**src/rtl/pwm_deadtime.sv**
```systemverilog
// Complementary gate-drive stage with programmable dead band.
// Takes the single-ended PWM stream and produces a high-side/low-side pair.
// The two outputs are never high together. A latched fault forces both
// outputs off until it is explicitly cleared.
//
// state    | meaning
// ---------+-----------------------------------------------------------
// OFF      | disabled or just out of fault, both outputs low
// DT_HI    | dead band before turning the high side on
// HI_ON    | high side driven
// DT_LO    | dead band before turning the low side on
// LO_ON    | low side driven
// FAULT    | latched shutdown, waits for fault=0 and fault_clr=1
module pwm_deadtime #(
  parameter int DT_BITS = 8
) (
  input  logic               clk,
  input  logic               reset_n,
  input  logic               enable,
  input  logic               pwm_in,
  input  logic [DT_BITS-1:0] dead_time,
  input  logic               fault,
  input  logic               fault_clr,
  output logic               hs_out,
  output logic               ls_out,
  output logic               dt_active,
  output logic               fault_flag
);

  localparam logic [2:0] ST_OFF   = 3'd0;
  localparam logic [2:0] ST_DT_HI = 3'd1;
  localparam logic [2:0] ST_HI_ON = 3'd2;
  localparam logic [2:0] ST_DT_LO = 3'd3;
  localparam logic [2:0] ST_LO_ON = 3'd4;
  localparam logic [2:0] ST_FAULT = 3'd5;

  localparam logic [DT_BITS-1:0] CNT_ONE  = {{(DT_BITS-1){1'b0}}, 1'b1};
  localparam logic [DT_BITS-1:0] CNT_ZERO = '0;

  logic [2:0]         state_q, state_d;
  logic [DT_BITS-1:0] cnt_q, cnt_d;
  logic               hs_q, hs_d;
  logic               ls_q, ls_d;
  logic               dt_active_q, dt_active_d;
  logic               fault_flag_q, fault_flag_d;

  // Counter reload value: a dead band of D cycles counts D-1 down to 0.
  // A programmed value of 0 behaves as 1, i.e. reload 0.
  logic [DT_BITS-1:0] cnt_load;
  logic               cnt_zero;
  logic               next_is_dt;

  assign cnt_load = (dead_time == CNT_ZERO) ? CNT_ZERO : (dead_time - CNT_ONE);
  assign cnt_zero = (cnt_q == CNT_ZERO);

  // Next-state selection: fault first, then fault recovery, then enable,
  // then the normal transition/dead-band sequencing.
  always_comb begin
    state_d = state_q;
    if (fault) begin
      state_d = ST_FAULT;
    end else if (state_q == ST_FAULT) begin
      if (fault_clr) begin
        state_d = ST_OFF;
      end
    end else if (!enable) begin
      state_d = ST_OFF;
    end else begin
      case (state_q)
        ST_OFF:   state_d = pwm_in ? ST_DT_HI : ST_DT_LO;
        ST_DT_HI: begin
          // Losing the request mid-band returns to the low side, which
          // is safe because the high side was never switched on.
          if (!pwm_in)       state_d = ST_LO_ON;
          else if (cnt_zero) state_d = ST_HI_ON;
        end
        ST_HI_ON: if (!pwm_in) state_d = ST_DT_LO;
        ST_DT_LO: begin
          if (pwm_in)        state_d = ST_HI_ON;
          else if (cnt_zero) state_d = ST_LO_ON;
        end
        ST_LO_ON: if (pwm_in) state_d = ST_DT_HI;
        default:  state_d = ST_OFF;
      endcase
    end
  end

  // Dead-band counter: dead_time is sampled only on entry to a dead-band
  // state, so mid-interval changes wait for the next transition.
  assign next_is_dt = (state_d == ST_DT_HI) || (state_d == ST_DT_LO);

  always_comb begin
    cnt_d = CNT_ZERO;
    if (next_is_dt) begin
      if (state_d != state_q) begin
        cnt_d = cnt_load;
      end else begin
        cnt_d = cnt_q - CNT_ONE;
      end
    end
  end

  // Registered outputs decoded from the next state so they change on the
  // same edge as the state itself.
  always_comb begin
    hs_d         = (state_d == ST_HI_ON);
    ls_d         = (state_d == ST_LO_ON);
    dt_active_d  = next_is_dt;
    fault_flag_d = (state_d == ST_FAULT);
  end

  // State, counter and output flops with asynchronous reset to OFF.
  always_ff @(posedge clk or negedge reset_n) begin
    if (!reset_n) begin
      state_q      <= ST_OFF;
      cnt_q        <= CNT_ZERO;
      hs_q         <= 1'b0;
      ls_q         <= 1'b0;
      dt_active_q  <= 1'b0;
      fault_flag_q <= 1'b0;
    end else begin
      state_q      <= state_d;
      cnt_q        <= cnt_d;
      hs_q         <= hs_d;
      ls_q         <= ls_d;
      dt_active_q  <= dt_active_d;
      fault_flag_q <= fault_flag_d;
    end
  end

  assign hs_out     = hs_q;
  assign ls_out     = ls_q;
  assign dt_active  = dt_active_q;
  assign fault_flag = fault_flag_q;

endmodule

```
**config.mk**
```make
export PLATFORM = sky130hd
export DESIGN_NAME = pwm_deadtime
export DESIGN_NICKNAME = d
export VERILOG_FILES = /design/src/rtl/pwm_deadtime.sv
export SDC_FILE = /design/constraint.sdc
export NUM_CORES = 1
export LEC_CHECK = 0
export BUFFER_PORTS_ARGS = -buffer_cell sky130_fd_sc_hd__buf_2
export CORE_MARGIN = 3
export CORE_UTILIZATION = 56
export CTS_CLUSTER_SIZE = 30
export DETAILED_ROUTE_END_ITERATION = 10
export HOLD_SLACK_MARGIN = 0.12
export PLACE_DENSITY = 0.85
export SLEW_MARGIN = 5
export SYNTH_ARGS = -nofsm -noshare
export SYNTH_HDL_FRONTEND = slang
export SYNTH_SLANG_ARGS = --single-unit
export TNS_END_PERCENT = 50
```
**constraint.sdc**
```tcl
create_clock -name clk -period 2.4 [get_ports clk]
set_input_delay 0.48 -clock clk [delete_from_list [all_inputs] [get_ports clk]]
set_output_delay 0.48 -clock clk [all_outputs]
set_load 0.05 [all_outputs]
```
==> flow_summary.ini <==
[timing]
rsz0062_at_grt = false
setup_viol = 0
finClkSkew_ns = 0.00188
finalCritPeriodShare = 0.950
worst_slew_pin_slew_ns = 0.714
fin_crit_ns = 2.28
finalSetupTns_ns = 0
hold_viol = 0
drv_slew = 0
slew_headroom = 0.521
fmax_mhz = 439

[drt]
routed_via_density = 6.01
drc = 0
vias = 1046
wirelength_mm = 2.78
antenna_left = 0
dr_wl_met3_um = 249
drt_iter0_markers = 32
maxUsedRoutingLayer = met4
firstDrtPassIters = 4
wl_met1_mm = 1.12
wl_met2_mm = 1.37
wire_per_inst_um = 16.0

[die]
pin_count = 18
die_y_um = 51.9
rows = 15
dieArea_mm2 = 0.00269
die_w_um = 51.9
core_area_mm2 = 0.00186
start_util = 0.634

[yosys]
yosysWarnings = 0
yosysTopAreaCellShare = 0.319
syn_area_per_cell_um2 = 9.13
synth_fp_nets = 146
synthTopCellsByArea = dfrtp_1 32%, mux2i_1 7.7%, xor2_1 6.7%
synth_edf_count = 0
synth_ff_type = dfrtp_1
ys_async_sr_fraction = 1.00
synth_seq_cells = 15
synthCells = 129
yosysTopAreaCell = dfrtp_1
mappedNetlistArea_mm2 = 0.00118
yosysSeqAreaShare = 0.319
synth.distinct_cells = 42

[setup_path]
cpPeakStageDelay_ns = 0.53
r2r_cells = 8
r2r_end = cnt_q[1]$_DFF_PN0_
critPathKind = register to register
worstPathRequired_ns = 2.61
crit_end = cnt_q[1]$_DFF_PN0_
start_kind = register
path_max_fanout = 8
crit_path_end_kind = register
arrival_ns = 2.49
crit_start = cnt_q[0]$_DFF_PN0_
reg2reg_from = cnt_q[0]$_DFF_PN0_
cp_slowest_cell = or3b_2
ff2ff_setup_slack_ns = 0.12
critical_path.cell_chain = inv_1, ha_1, or3b_2, nor3_4, nor4_1, o211ai_4, buf_12, mux2i_1

[finish]
antennaDiodeCount = 0
nFillCells = 141
final_area_mm2 = 0.00136
syn2layout_area_growth_pct = 15.4
drive_above_1_share = 0.228
layout.nets = 167

[global_routing]
grt_pass1_vias = 1027
grt_use_total = 0.229
antenna_found_initial = 0
grt_overflow = 0
grt_max_degree = 19
grt_pass1_wl_mm = 4.64

[status]
status = finished, final reports clean

[cts]
root_buffer = clkbuf_4
cts_made_buffers = 3
cts.sinks = 15
cts_tree = done
htree_levels = 1
clock_latency_ns = 0.29
clk_pin_slew_ns = 0.09
cts_buffer_depth = 2

[placed_design]
place.gp.congestion = 0.814
io_buffers = 17
dpl-instance-area_mm2 = 0.00129
post-dp-hpwl_mm = 2.08

[power_and_ir_drop]
ir_drop_mv = 0.464
p_per_area_mw_per_mm2 = 494
leakagePower_nw = 0.636

[run]
cap_violations = 0

[worst_hold_path]
hold_start = dead_time[5]
min_path_type = input port to register
-- critical path: cells and delay by family (launching register included) --
kind,cells,cell delay (ns)
multiplexers,1,0.22
flip-flops,1,0.41
AO/OA/AOI/OAI,1,0.23
adder cells (fa/ha/maj),1,0.20
buffers and inverters,2,0.24
AND/OR/NAND/NOR,3,0.89
-- placed cells by master (no fill, tap or decap), drive strengths merged, types with 2 or more instances in the layout --
| master | netlist | final |
|---|---|---|
| or3 | 2 | 2 |
| nor3 | 3 | 3 |
| and2 | 2 | 2 |
| o31ai | 2 | 2 |
| or4 | 3 | 3 |
| mux2i | 9 | 9 |
| clkbuf | 2 | 4 |
| nor4b | 2 | 2 |
| nor4 | 5 | 5 |
| a211o | 2 | 2 |
| dfrtp | 15 | 15 |
| xnor2 | 3 | 3 |
| nor3b | 3 | 3 |
| nor2 | 10 | 10 |
| or3b | 2 | 2 |
| buf | 5 | 22 |
| nand3 | 14 | 14 |
| a21oi | 2 | 2 |
| ha | 3 | 3 |
| nand2 | 4 | 4 |
| a211oi | 3 | 3 |
| inv | 9 | 9 |
| nand3b | 3 | 3 |
| xor2 | 9 | 9 |
-- worst min path at each step --
stage,to,slack (ns),cells past startpoint
2_1_floorplan,cnt_q[0]$_DFF_PN0_,0.18,0
3_3_place_gp,state_q[1]$_DFF_PN0_,0.39,1
3_5_place_dp,hs_out$_DFF_PN0_,0.40,1
4_1_cts,cnt_q[4]$_DFF_PN0_,0.53,4
5_1_grt,cnt_q[6]$_DFF_PN0_,0.54,4
6_report,cnt_q[5]$_DFF_PN0_,0.54,4
-- metrics by stage --
stage                     hold WS (ns)  setup slack (ns)  utilization  power (mW)  std cells
after floorplan                  0.184             0.349            -       0.446        129
after global placement           0.392             0.199        0.695       0.492        168
after detailed placement         0.400            0.0223        0.695       0.502        168
after CTS                        0.533           0.00337        0.714       0.653        173
after global routing             0.537            0.0170        0.731       0.709        174
final                            0.536             0.120        0.731       0.671        174
-- final cells by class --
| cell class | instances | area [um2] | area share |
|---|---|---|---|
| Multi-Input combinational cell | 98 | 747 | 0.550 |
| Timing Repair Buffer | 23 | 145 | 0.107 |
| Clock buffer | 4 | 26.3 | 0.0193 |
| Tap cell | 25 | 31.3 | 0.0230 |
| Sequential cell | 15 | 375 | 0.276 |
| Inverter | 9 | 33.8 | 0.0249 |
-- cell usage after synthesis (2+ instances only) --
master / n
nand3b_1: 3
nor3b_1: 3
ha_1: 3
inv_1: 9
a21oi_1: 2
xor2_1: 9
nor4_1: 5
buf_2: 5
nor2_1: 9
nand2_1: 4
xnor2_1: 3
clkbuf_1: 2
o31ai_1: 2
a211o_1: 2
or4_1: 2
nor3_1: 2
or3_1: 2
mux2i_1: 9
dfrtp_1: 15
and2_1: 2
a211oi_1: 2
nand3_1: 14
-- state kept, by name, summed over array words and instances, names as in the netlist --
name        count
dt_active       1
ls_out          1
fault_flag      1
cnt_q           8
hs_out          1
state_q         3
-- routing by layer --
metal / vias up / track usage
li1: 511 / -
met2: 52 / 0.402
met3: 5 / 0.0516
met5: - / 0
met1: 478 / 0.289
met4: 0 / 0.0393
-- kinds of logic after synthesis --
kind of cell	synth area share
XOR/XNOR	0.0893
AO/OA/AOI/OAI	0.118
buffers and inverters	0.0563
flip-flops	0.319
multiplexers	0.0861
AND/OR/NAND/NOR	0.300
adder cells (fa/ha/maj)	0.0319
-- where the power goes --
group	switching [mW]	internal [mW]
Clock	0.0861	0.0647
Combinational	0.141	0.100
Sequential	0.0143	0.265
-- repair_timing --
action                                  in CTS  in global routing
endpoints found under the hold margin       15                  0
endpoints found under the setup margin       0                  8
resized for setup                            0                  2
hold buffers                                 1                  0
buffers inserted                             0                  1
(Power assumes the default switching activity.)
